==> src/rtl/mem_rr_arbiter_if.sv <==
// Bundle of requester, memory-pin and status signals for mem_rr_arbiter.
// The slave modport is the arbiter's view; master is the surrounding system's view.
interface mem_rr_arbiter_if #(
    parameter int AW = 4,
    parameter int DW = 32
);
    logic          arb_en;
    logic          req0;
    logic          req1;
    logic          we0;
    logic          we1;
    logic [AW-1:0] addr0;
    logic [AW-1:0] addr1;
    logic [DW-1:0] wdata0;
    logic [DW-1:0] wdata1;
    logic          gnt0;
    logic          gnt1;
    logic [DW-1:0] rdata0;
    logic [DW-1:0] rdata1;
    logic          rvalid0;
    logic          rvalid1;
    logic          mem_en;
    logic          mem_re;
    logic [AW-1:0] mem_addr;
    logic [DW-1:0] mem_wdata;
    logic [DW-1:0] mem_rdata;
    logic          mem_rvalid;
    logic          err_spurious;

    modport slave (
        input  arb_en, req0, req1, we0, we1, addr0, addr1, wdata0, wdata1,
        input  mem_rdata, mem_rvalid,
        output gnt0, gnt1, rdata0, rdata1, rvalid0, rvalid1,
        output mem_en, mem_re, mem_addr, mem_wdata, err_spurious
    );

    modport master (
        output arb_en, req0, req1, we0, we1, addr0, addr1, wdata0, wdata1,
        output mem_rdata, mem_rvalid,
        input  gnt0, gnt1, rdata0, rdata1, rvalid0, rvalid1,
        input  mem_en, mem_re, mem_addr, mem_wdata, err_spurious
    );
endinterface

==> src/rtl/mem_rr_arbiter.sv <==
// Two-port round-robin arbiter in front of a single-port 16x32 memory with a
// one-cycle read latency; read returns are steered back to their issuing port.
module mem_rr_arbiter #(
    parameter int AW = 4,
    parameter int DW = 32
) (
    input  logic            clk,
    input  logic            rst,
    mem_rr_arbiter_if.slave bus
);
    logic          gnt0;
    logic          gnt1;
    logic          xfer;
    logic          xfer_we;
    logic [AW-1:0] xfer_addr;
    logic [DW-1:0] xfer_wdata;
    logic          ret;

    logic          prio_q,      prio_d;
    logic          mem_en_q,    mem_en_d;
    logic          mem_re_q,    mem_re_d;
    logic [AW-1:0] mem_addr_q,  mem_addr_d;
    logic [DW-1:0] mem_wdata_q, mem_wdata_d;
    logic          tag1_vld_q,  tag1_vld_d;
    logic          tag1_port_q, tag1_port_d;
    logic          tag2_vld_q,  tag2_vld_d;
    logic          tag2_port_q, tag2_port_d;
    logic [DW-1:0] rdata0_q,    rdata0_d;
    logic [DW-1:0] rdata1_q,    rdata1_d;
    logic          rvalid0_q,   rvalid0_d;
    logic          rvalid1_q,   rvalid1_d;
    logic          err_q,       err_d;

    // prio_q=1 means port 1 has priority on contention (port 0 was granted last).
    always_comb begin
        gnt0 = 1'b0;
        gnt1 = 1'b0;
        if (rst && bus.arb_en) begin
            if (bus.req0 && (!bus.req1 || !prio_q)) begin
                gnt0 = 1'b1;
            end else if (bus.req1) begin
                gnt1 = 1'b1;
            end
        end
    end

    always_comb begin
        xfer       = gnt0 | gnt1;
        xfer_we    = gnt1 ? bus.we1    : bus.we0;
        xfer_addr  = gnt1 ? bus.addr1  : bus.addr0;
        xfer_wdata = gnt1 ? bus.wdata1 : bus.wdata0;

        prio_d      = xfer ? gnt0 : prio_q;
        mem_en_d    = xfer & xfer_we;
        mem_re_d    = xfer & ~xfer_we;
        mem_addr_d  = xfer ? xfer_addr  : mem_addr_q;
        mem_wdata_d = xfer ? xfer_wdata : mem_wdata_q;

        // Tag stage 1 mirrors the read on the memory pins; stage 2 lines up with mem_rvalid.
        tag1_vld_d  = xfer & ~xfer_we;
        tag1_port_d = gnt1;
        tag2_vld_d  = tag1_vld_q;
        tag2_port_d = tag1_port_q;

        ret       = tag2_vld_q & bus.mem_rvalid;
        rvalid0_d = ret & ~tag2_port_q;
        rvalid1_d = ret & tag2_port_q;
        rdata0_d  = rvalid0_d ? bus.mem_rdata : rdata0_q;
        rdata1_d  = rvalid1_d ? bus.mem_rdata : rdata1_q;
        err_d     = err_q | (bus.mem_rvalid & ~tag2_vld_q);
    end

    always_ff @(posedge clk or negedge rst) begin
        if (!rst) begin
            prio_q      <= 1'b0;
            mem_en_q    <= 1'b0;
            mem_re_q    <= 1'b0;
            mem_addr_q  <= '0;
            mem_wdata_q <= '0;
            tag1_vld_q  <= 1'b0;
            tag1_port_q <= 1'b0;
            tag2_vld_q  <= 1'b0;
            tag2_port_q <= 1'b0;
            rdata0_q    <= '0;
            rdata1_q    <= '0;
            rvalid0_q   <= 1'b0;
            rvalid1_q   <= 1'b0;
            err_q       <= 1'b0;
        end else begin
            prio_q      <= prio_d;
            mem_en_q    <= mem_en_d;
            mem_re_q    <= mem_re_d;
            mem_addr_q  <= mem_addr_d;
            mem_wdata_q <= mem_wdata_d;
            tag1_vld_q  <= tag1_vld_d;
            tag1_port_q <= tag1_port_d;
            tag2_vld_q  <= tag2_vld_d;
            tag2_port_q <= tag2_port_d;
            rdata0_q    <= rdata0_d;
            rdata1_q    <= rdata1_d;
            rvalid0_q   <= rvalid0_d;
            rvalid1_q   <= rvalid1_d;
            err_q       <= err_d;
        end
    end

    assign bus.gnt0         = gnt0;
    assign bus.gnt1         = gnt1;
    assign bus.mem_en       = mem_en_q;
    assign bus.mem_re       = mem_re_q;
    assign bus.mem_addr     = mem_addr_q;
    assign bus.mem_wdata    = mem_wdata_q;
    assign bus.rdata0       = rdata0_q;
    assign bus.rdata1       = rdata1_q;
    assign bus.rvalid0      = rvalid0_q;
    assign bus.rvalid1      = rvalid1_q;
    assign bus.err_spurious = err_q;
endmodule

==> src/flat_wrapper.sv <==
// flat-port wrapper written by rule: the top's interface ports become plain ports
module mem_rr_arbiter_flat 
#(
    parameter int AW = 4,
    parameter int DW = 32
)
  (clk, rst, bus_arb_en, bus_req0, bus_req1, bus_we0, bus_we1, bus_addr0, bus_addr1, bus_wdata0, bus_wdata1, bus_mem_rdata, bus_mem_rvalid, bus_gnt0, bus_gnt1, bus_rdata0, bus_rdata1, bus_rvalid0, bus_rvalid1, bus_mem_en, bus_mem_re, bus_mem_addr, bus_mem_wdata, bus_err_spurious);
  mem_rr_arbiter_if #(.AW(AW), .DW(DW)) bus_i ();
  input  logic clk;
  input  logic rst;
  input wire logic [$bits(bus_i.arb_en)-1:0] bus_arb_en;
  input wire logic [$bits(bus_i.req0)-1:0] bus_req0;
  input wire logic [$bits(bus_i.req1)-1:0] bus_req1;
  input wire logic [$bits(bus_i.we0)-1:0] bus_we0;
  input wire logic [$bits(bus_i.we1)-1:0] bus_we1;
  input wire logic [$bits(bus_i.addr0)-1:0] bus_addr0;
  input wire logic [$bits(bus_i.addr1)-1:0] bus_addr1;
  input wire logic [$bits(bus_i.wdata0)-1:0] bus_wdata0;
  input wire logic [$bits(bus_i.wdata1)-1:0] bus_wdata1;
  input wire logic [$bits(bus_i.mem_rdata)-1:0] bus_mem_rdata;
  input wire logic [$bits(bus_i.mem_rvalid)-1:0] bus_mem_rvalid;
  output wire logic [$bits(bus_i.gnt0)-1:0] bus_gnt0;
  output wire logic [$bits(bus_i.gnt1)-1:0] bus_gnt1;
  output wire logic [$bits(bus_i.rdata0)-1:0] bus_rdata0;
  output wire logic [$bits(bus_i.rdata1)-1:0] bus_rdata1;
  output wire logic [$bits(bus_i.rvalid0)-1:0] bus_rvalid0;
  output wire logic [$bits(bus_i.rvalid1)-1:0] bus_rvalid1;
  output wire logic [$bits(bus_i.mem_en)-1:0] bus_mem_en;
  output wire logic [$bits(bus_i.mem_re)-1:0] bus_mem_re;
  output wire logic [$bits(bus_i.mem_addr)-1:0] bus_mem_addr;
  output wire logic [$bits(bus_i.mem_wdata)-1:0] bus_mem_wdata;
  output wire logic [$bits(bus_i.err_spurious)-1:0] bus_err_spurious;
  assign bus_i.arb_en = bus_arb_en;
  assign bus_i.req0 = bus_req0;
  assign bus_i.req1 = bus_req1;
  assign bus_i.we0 = bus_we0;
  assign bus_i.we1 = bus_we1;
  assign bus_i.addr0 = bus_addr0;
  assign bus_i.addr1 = bus_addr1;
  assign bus_i.wdata0 = bus_wdata0;
  assign bus_i.wdata1 = bus_wdata1;
  assign bus_i.mem_rdata = bus_mem_rdata;
  assign bus_i.mem_rvalid = bus_mem_rvalid;
  assign bus_gnt0 = bus_i.gnt0;
  assign bus_gnt1 = bus_i.gnt1;
  assign bus_rdata0 = bus_i.rdata0;
  assign bus_rdata1 = bus_i.rdata1;
  assign bus_rvalid0 = bus_i.rvalid0;
  assign bus_rvalid1 = bus_i.rvalid1;
  assign bus_mem_en = bus_i.mem_en;
  assign bus_mem_re = bus_i.mem_re;
  assign bus_mem_addr = bus_i.mem_addr;
  assign bus_mem_wdata = bus_i.mem_wdata;
  assign bus_err_spurious = bus_i.err_spurious;
  mem_rr_arbiter #(.AW(AW), .DW(DW)) u_core (.clk(clk), .rst(rst), .bus(bus_i));
endmodule
==> config.mk <==
export PLATFORM = sky130hd
export DESIGN_NAME = mem_rr_arbiter_flat
export DESIGN_NICKNAME = d
export VERILOG_FILES = /design/src/rtl/mem_rr_arbiter_if.sv /design/src/rtl/mem_rr_arbiter.sv /design/src/flat_wrapper.sv
export SDC_FILE = /design/constraint.sdc
export NUM_CORES = 1
export LEC_CHECK = 0
export BUFFER_PORTS_ARGS = -buffer_cell sky130_fd_sc_hd__buf_2
export CAP_MARGIN = 20
export CORE_MARGIN = 3
export CORE_UTILIZATION = 39
export CTS_CLUSTER_DIAMETER = 100
export CTS_CLUSTER_SIZE = 30
export DETAILED_ROUTE_END_ITERATION = 7
export GPL_TIMING_DRIVEN = 1
export PLACE_DENSITY = 0.77
export SLEW_MARGIN = 20
export SYNTH_ARGS = -nofsm -noshare
export SYNTH_HDL_FRONTEND = slang
export SYNTH_SLANG_ARGS = --single-unit
==> constraint.sdc <==
create_clock -name clk -period 1.7 [get_ports clk]
set_clock_uncertainty 0.15 [all_clocks]
set_input_delay 0.17 -clock clk [delete_from_list [all_inputs] [get_ports clk]]
set_output_delay 0.17 -clock clk [all_outputs]
set_load 0.01 [all_outputs]
Word level (Yosys, flattened, before mapping)

Cells that the tools add are included.

Bits in registers: 109
Latch bits: 0
Memory bits (writable): 0
Bits in read-only memories: 0
Input bits: 112
Output and inout bits: 107
Memories: 0

Add/subtract/negate cells: 0
$mul: 0
Div/mod/pow operators: 0
Magnitude comparators: 0
Eq/ne operators: 0
Shift-type cells: 0
Mux-type cells: 8
Bitwise logic cells: 11
Reductions and logical operators: 5

Operator list:

| kind               | number |
|---|---|
| two-way mux 32 bit | 1 |
| AND 1 bit          | 6 |
| two-way mux 1 bit  | 6 |
| two-way mux 4 bit  | 1 |
| inverter 1 bit     | 3 |
| logical AND 1 bit  | 2 |
| zero test 1 bit    | 2 |
| bitwise OR 1 bit   | 2 |
| logical OR 1 bit   | 1 |

Longest topological paths before layout

Gate-level depths: netlist (run 1).

Depth in word-level cells: 8
Mapped depth: 5
Mapped depth without buffers: 3

Least setup slack after synthesis (run 1)

OpenSTA, ideal clock, no wires.

Kind: reg-to-reg
Start point: register u_core.tag2_port_q
End point: register u_core.rdata0_q[10] (netlist: u_core.bus.rdata0[10])
Library setup time: 0.125 ns
Arrival time: 1.046 ns
Data required time: 1.425 ns
Slack: 0.379 ns
Stages on the path, launching flop included: 4
Buffers on the path: 1
Clock period less this slack: 1.321 ns
Cell sequence: dfrtp_1 nand3b_4 buf_6 mux2_4

Cells in the longest elaborated chain, start to end: 2

RTL lines:

| what                     | RTL line             | RTL |
|---|---|---|
| start: declaration       | mem_rr_arbiter.sv:27 | `logic tag2_port_q, tag2_port_d;` |
| start signal: assignment | mem_rr_arbiter.sv:98 | `tag2_port_q <= tag2_port_d;` |
| inverter 1 bit           | mem_rr_arbiter.sv:66 | `rvalid0_d = ret & ~tag2_port_q;` |
| AND 1 bit                | mem_rr_arbiter.sv:66 |  |
| end signal: assignment   | mem_rr_arbiter.sv:99 | `rdata0_q <= rdata0_d;` |
| end: declaration         | mem_rr_arbiter.sv:28 | `logic [DW-1:0] rdata0_q, rdata0_d;` |

No other way between the ends.
A chain may end at the register's enable or synchronous reset.

Worst setup path after layout (run 1)

Start point: input port bus_req1
End point: output port bus_gnt0

Cells in the longest elaborated chain, start to end: 5

RTL lines:

| what               | RTL line             | RTL |
|---|---|---|
| start: declaration | flat_wrapper.sv:13   | `input wire logic [$bits(bus_i.req1)-1:0] bus_req1;` |
| zero test 1 bit    | mem_rr_arbiter.sv:39 | `if (bus.req0 && (!bus.req1 \|\| !prio_q)) begin` |
| logical OR 1 bit   | mem_rr_arbiter.sv:39 |  |
| logical AND 1 bit  | mem_rr_arbiter.sv:39 |  |
| two-way mux 1 bit  | mem_rr_arbiter.sv:39 |  |
| two-way mux 1 bit  | mem_rr_arbiter.sv:38 | `if (rst && bus.arb_en) begin` |
| end: declaration   | flat_wrapper.sv:22   | `output wire logic [$bits(bus_i.gnt0)-1:0] bus_gnt0;` |

No other way between the ends.

==> results.md, run 1 <==
* Max cap viols at 0
* Outcome: finished clean
* Dpl hpwl at ~9000 µm
* Area leader, netlist: dfrtp_1
* CTS Buffer Depth at 2
* Initial DRC count at 378
* Setup TNS at 0 ns
* Leak at ~3.9 nW
* Total power at 7.49 mW
* Gr ovfl total at 0
* Clock transition at path regs at 0.08 ns
* Vias per Instance at approximately 5.2
* Post-synth EDFFs at 0
* Worst Setup End Kind: output pin
* Final setup violation count at 0
* Asr flop ratio synth at 100%
* Final slew viol count at 0
* Final hold viol count at 0
* Mux share of post-synthesis cell area at between 10% and 20%
* Post-route ant nets at 0
* Core area at 11600 µm²
* Antenna violations before repair at 1
* R2R Setup Slk at 0.15 ns
* Pre-CTS WS at -0.0315 ns
* Top cells by area, synth: dfrtp_1, mux2_4, o221ai_1
* Largest net degree at the start of global routing at around 100
* Synth Area in Adders at 0%
* RSZ-0062 raised after global routing: yes
* Ys flop type: dfrtp_1
* Initial Util at 40.5%
* Inst Count DP at approximately 700
* Chip width at 116 µm
* Drt drc at 0
* I/O pins at approximately 220
* Vias in the first global route at 4638
* Most common cell in the netlist: dfrtp_1
* Tcrit/Tclk final at ~99%
* Distinct cells, synth at 23
* CTS tree: built
* Tightest Pin Transition at about 0.55 ns
* Post-synthesis compound-gate area fraction at under 10%
* Clock sink total at ~110
* Rows at 39
* Synth warn at 0
* Avg Inst Size Synth at 12.9 µm²
* Commonest cells post-synth: dfrtp_1, inv_1, mux2_4, nand3_1, nand2_1
* CP startpoint kind: input port
* Xor and xnor area share after synthesis at 0%
* CP Max Fanout at 4
* Final setup margin at between 0.015 and 0.02 ns
* Top-area cell type share of the netlist area at 58.2%
* Port bufs at approximately 220
* Final cell count without fillers at between 800 and 900
* Hold_ws at 0.0423 ns
* Layout cells sized above 1 at between 40% and 50%
* Crit Path Class: input port to output pin
* Drt pass-1 iters at 5
* Nets at ~800
* CTS Root Cell: clkbuf_16
* Critical path required time at between 1 and 1.5 ns
* GP Congestion at 0.835
* Worst-skew pair later-pin latency at around 0.34 ns
* Final Cell Area at approximately 7300 µm²
* Via count at 4333
* First-pass GRT wire length at between 20000 and 25000 µm
* H-Tree Depth at 3
* Simple-gate share of the synthesized area at under 10%
* Fmax at 594 MHz
* Hold Crit Class: input port to register
* PD cells at 1020 nW/µm²
* Gate Count Post-Synth at roughly 360
* DR WL/cell at ~18 µm
* Die area at between 10000 and 15000 µm²
* Seq/Total Area, Yosys at 58.2%
* Fin util at a little under two thirds
* Layout area overhead at 56.7%
* Final WL at 15000 µm
* Netlist Area Pre-Place at 4690 µm²
* Worst relative slew slack at 63.4%
* Crit path time final at between 1.5 and 2 ns
* Worst vdd ir at between 0.4 and 0.5 mV
* Cts bufs inserted at 9
* GRT Overall Usage at ~22%
* Syn nets at around 480
* Area post-placement at just under 6000 µm²
* Die height at ~120 µm
* Arr. time, crit path at between 1 and 1.5 ns
* Largest family of logic cells by synthesized area: multiplexers
* Flop and latch count out of synthesis at roughly 110
cell type report:
class	instances	area (µm²)
inverter	39	146
multi-input combinational	191	1650
tap	143	179
timing repair buffer	341	2330
clock buffer	10	229
sequential	109	2730
clock inverter	6	78.8
fill	802	4220
antenna	1	2.50
critical path, cell delays in order:
cell and delay (ns):
buf_2 0.11, dlygate4sd3_1 0.55, buf_4 0.15, a21oi_1 0.20, buf_2 0.17
logic make-up after synthesis:
logic type	Yosys count
DFF	109
AOI/OAI and AO/OA	43
buffers and inverters	64
and+or+nand+nor	83
muxes	64
routing by layer:
layer	global-route usage [%]	share of wire, %
met2	36.9	49
met1	24.9	38
met3	7.52	10
met5	0	0.060
met4	11.3	3.3
state kept, by name (all words and copies together), names as in the netlist, 4 cells and up:
signal                cells
u_core.bus.mem_addr       4
u_core.bus.mem_wdata     32
u_core.bus.rdata0        32
u_core.bus.rdata1        32
placed cells by master, fill, tap and decap left out:
cell type and n:
buf_2 217, dfrtp_1 109, dlygate4sd3_1 108, inv_1 39
nand3_1 38, mux2_4 38, nand2_1 37, o221ai_1 36
mux2_2 26, buf_4 11, clkbuf_16 9, buf_12 3
nor2_4 2, a21oi_1 2, and3_1 2, inv_8 2
inv_6 2, buf_6 2, diode_2 1, nor2b_2 1
and2_1 1, nand2b_1 1, o21ai_1 1, o211a_2 1
a21boi_1 1, nand3b_4 1, nand3_4 1, a21o_1 1
a31oi_1 1, bufinv_16 1, clkbuf_1 1, clkinv_4 1
repair_timing:
action	4_1_cts	5_1_grt
cloned	1	0
pin swaps	1	0
hold buffers	108	0
setup endpoints to repair	1	36
resized for setup	1	2
setup buffers	1	0
hold endpoints to repair	113	0
power by group:
part	internal (mW)	switching, mW
clock network	1.18	1.02
registers	3.05	0.271
logic	1.06	0.908
path summary, 6_finish.rpt:
check | from | end | cells past startpoint
max | bus_req1 | bus_gnt0 | 5
min | bus_addr0[2] | u_core.bus.mem_addr[2]$_DFFE_PN0P_ | 3
max reg2reg | u_core.prio_q$_DFFE_PN0P_ | u_core.bus.mem_wdata[1]$_DFFE_PN0P_ | 5
min reg2reg | u_core.tag1_port_q$_DFF_PN0_ | u_core.tag2_port_q$_DFF_PN0_ | 0
max in group asynchronous | rst | u_core.bus.rdata0[30]$_DFFE_PN0P_ | 4
min in group asynchronous | rst | u_core.bus.mem_wdata[2]$_DFFE_PN0P_ | 3
(Power assumes the default switching activity.)
==> run 2: changes to the inputs <==
--- a/config.mk
+++ b/config.mk
@@ -9,11 +9,11 @@
 export CAP_MARGIN = 20
 export CORE_MARGIN = 3
 export CORE_UTILIZATION = 39
-export CTS_CLUSTER_DIAMETER = 100
+export CTS_CLUSTER_DIAMETER = 30
 export CTS_CLUSTER_SIZE = 30
 export DETAILED_ROUTE_END_ITERATION = 7
 export GPL_TIMING_DRIVEN = 1
-export PLACE_DENSITY = 0.77
+export PLACE_DENSITY = 0.8
 export SLEW_MARGIN = 20
 export SYNTH_ARGS = -nofsm -noshare
 export SYNTH_HDL_FRONTEND = slang
==> constraint.sdc (replaced) <==
create_clock -name clk -period 1.5 [get_ports clk]
set_clock_uncertainty 0.15 [all_clocks]
set_input_delay 0.15 -clock clk [delete_from_list [all_inputs] [get_ports clk]]
set_output_delay 0.15 -clock clk [all_outputs]
set_load 0.01 [all_outputs]
==> run 2 against run 1 <==
  * The flow now finishes with violations (negative setup slack)
  * Setup slack worse by 0.10 ns
  * Worst hold slack better by 0.042 ns
  * Critical path depth is 1 lower
  * Critical endpoint is now bus_gnt1
  * Largest cell class unchanged
  * Largest power group unchanged
==> results.md, run 2 (synthesized netlist as in run 1, its figures left out) <==
* Outcome: complete, but fails checks
* Failing checks: negative setup slack
* Initial DRC count at 321 (-15%)
* Final setup violation count at 4 (+4)
* Commonest non-fill, non-tap cells in the layout: buf_2, dlygate4sd3_1, dfrtp_1, inv_1
* GP Congestion at 0.808 (-3.2%)
* Nets at 810 (+0.87%)
* Multi-input gate area at 1660 µm² (+0.68%)
* Clock transition at path regs at 0.06 ns (-0.02 ns)
* Arr. time, crit path at 1.29 ns (-0.07 ns)
* Initial Util at 40.5% (unchanged)
* Fin util at 64.3% (+0.76 points)
* CP startpoint kind: register
* Total power at 8.28 mW (+11%)
* Final WL at 15400 µm (+2.3%)
* Fmax at around 630 MHz
* Number of fill cells at 829 (+3.4%)
* CP Max Fanout at 4 (unchanged)
* Crit path time final at about 1.6 ns
* RSZ-0062 raised after global routing: yes
* Setup TNS at -0.143 ns (-0.143 ns)
* Layout cells sized above 1 at 46.1% (+0.40 points)
* Final slew viol count at 0 (unchanged)
* Leak at 3.92 nW (+1.2%)
* Worst Setup End Kind: output pin
* Tcrit/Tclk final at 106%
* Tightest Pin Transition at 0.574 ns (+0.0271 ns)
* Core area at 11600 µm² (unchanged)
* Commonest non-fill, non-tap cell in the layout: buf_2
* Clock sink total at 109 (unchanged)
* Antenna violations before repair at 0 (-1)
* Worst relative slew slack at 61.7% (-1.7 points)
* Post-route ant nets at 0 (unchanged)
* Pre-CTS WS at 0.0108 ns (+0.0423 ns)
* PD cells at 1110 nW/µm² (+9.3%)
* Die area at 13400 µm² (unchanged)
* Crit Path Class: register to output pin
* First-pass GRT wire length at 23300 µm (+1.3%)
* GRT Overall Usage at 22.4% (+0.39 points)
* Register area at 2730 µm² (unchanged)
* Hold_ws at 0.0838 ns (+0.0416 ns)
* Worst-skew pair later-pin latency at 0.34 ns (about the same)
* H-Tree Depth at 3 (unchanged)
* Dpl hpwl at 8760 µm (-1.1%)
* Final setup margin at -0.0869 ns (-0.103 ns)
* Hold Crit Class: input port to register
* Largest net degree at the start of global routing at 109 (+6.9%)
* Gr ovfl total at 0 (unchanged)
* Drt pass-1 iters at 4 (-1)
* Max cap viols at 0 (unchanged)
* Vias per Instance at 5.09 (-1.2%)
* CTS Buffer Depth at 2 (unchanged)
* Layout area overhead at 58.5%
* I/O pins at 219 (unchanged)
* CTS tree: built
* Rows at 39 (unchanged)
* DR WL/cell at 18.1 µm (+1.3%)
* Die height at 116 µm (unchanged)
* Drt drc at 0 (unchanged)
* Vias in the first global route at 4613 (-0.54%)
* Critical path required time at 1.20 ns (-0.18 ns)
* Port bufs at 218 (unchanged)
* Via count at 4320 (-0.30%)
* CTS Root Cell: clkbuf_16
* Cts bufs inserted at 9 (unchanged)
* Worst vdd ir at 0.534 mV (+18%)
* Final hold viol count at 0 (unchanged)
* Chip width at 116 µm (unchanged)
-- run 2: cell types whose count changed in the layout (fill, tap and decap cells not counted), sizes merged --
cell,previous run,this run
inv,43,41
clkbuf,10,12
diode,1,2
clkinv,1,3
bufinv,1,0
dlygate4sd3,108,110
buf,233,237
-- run 2: per-layer routing --
layer	global-route usage, %	up-vias	wire length [µm]
met5	0	-	0
met4	11.8	0	538
met3	5.69	48	1240
met2	37.9	257	7680
met1	26.2	2079	5890
li1	-	1936	-
-- run 2: worst paths after layout --
check,to,start,slack [ns],cells after the start
max,bus_gnt1,u_core.prio_q$_DFFE_PN0P_,-0.09,4
min,u_core.prio_q$_DFFE_PN0P_,bus_arb_en,0.08,3
max reg2reg,u_core.bus.mem_wdata[10]$_DFFE_PN0P_,u_core.prio_q$_DFFE_PN0P_,-0.04,4
min reg2reg,u_core.tag2_port_q$_DFF_PN0_,u_core.tag1_port_q$_DFF_PN0_,0.20,0
max in group asynchronous,u_core.bus.mem_wdata[8]$_DFFE_PN0P_,rst,0.20,3
min in group asynchronous,u_core.prio_q$_DFFE_PN0P_,rst,0.15,2
-- run 2: cell type report --
cell class	count	share of cell area, %
diodes	2	0.0674
well taps	143	2.41
multi-input cells	191	22.3
repair buffers	348	32.8
clock inverters	5	0.438
clock buffers	11	3.27
flip-flops and latches	109	36.7
inverters	39	1.97
-- run 2: what timing repair did --
action | 4_1_cts | 5_1_grt
pin swaps | 1 | 1
endpoints found under the setup margin | 2 | 34
hold buffers | 110 | 0
endpoints found under the hold margin | 212 | 0
gates resized for setup | 4 | 2
setup buffers | 2 | 6
gates cloned | 1 | 1
-- run 2: through the flow --
| step | cells | instance area (µm²) |
|---|---|---|
| finish | 848 | 7430 |
| global route | 846 | 7430 |
| CTS | 839 | 7350 |
| detailed placement | 711 | 5950 |
| global placement | 711 | 5950 |
| floorplan | 363 | 4690 |
-- run 2: worst max-delay path, stage by stage (launching register included) --
cell	delay [ns]
dfrtp_1	0.39
buf_6	0.13
nor2b_4	0.18
nor2_4	0.10
buf_6	0.14
-- run 2: where the power goes --
part	leakage, nW	internal (mW)	total (mW)	switching (mW)
Combinational	2.42	1.23	2.27	1.04
Clock	0.140	1.18	2.24	1.06
Sequential	1.37	3.46	3.78	0.320
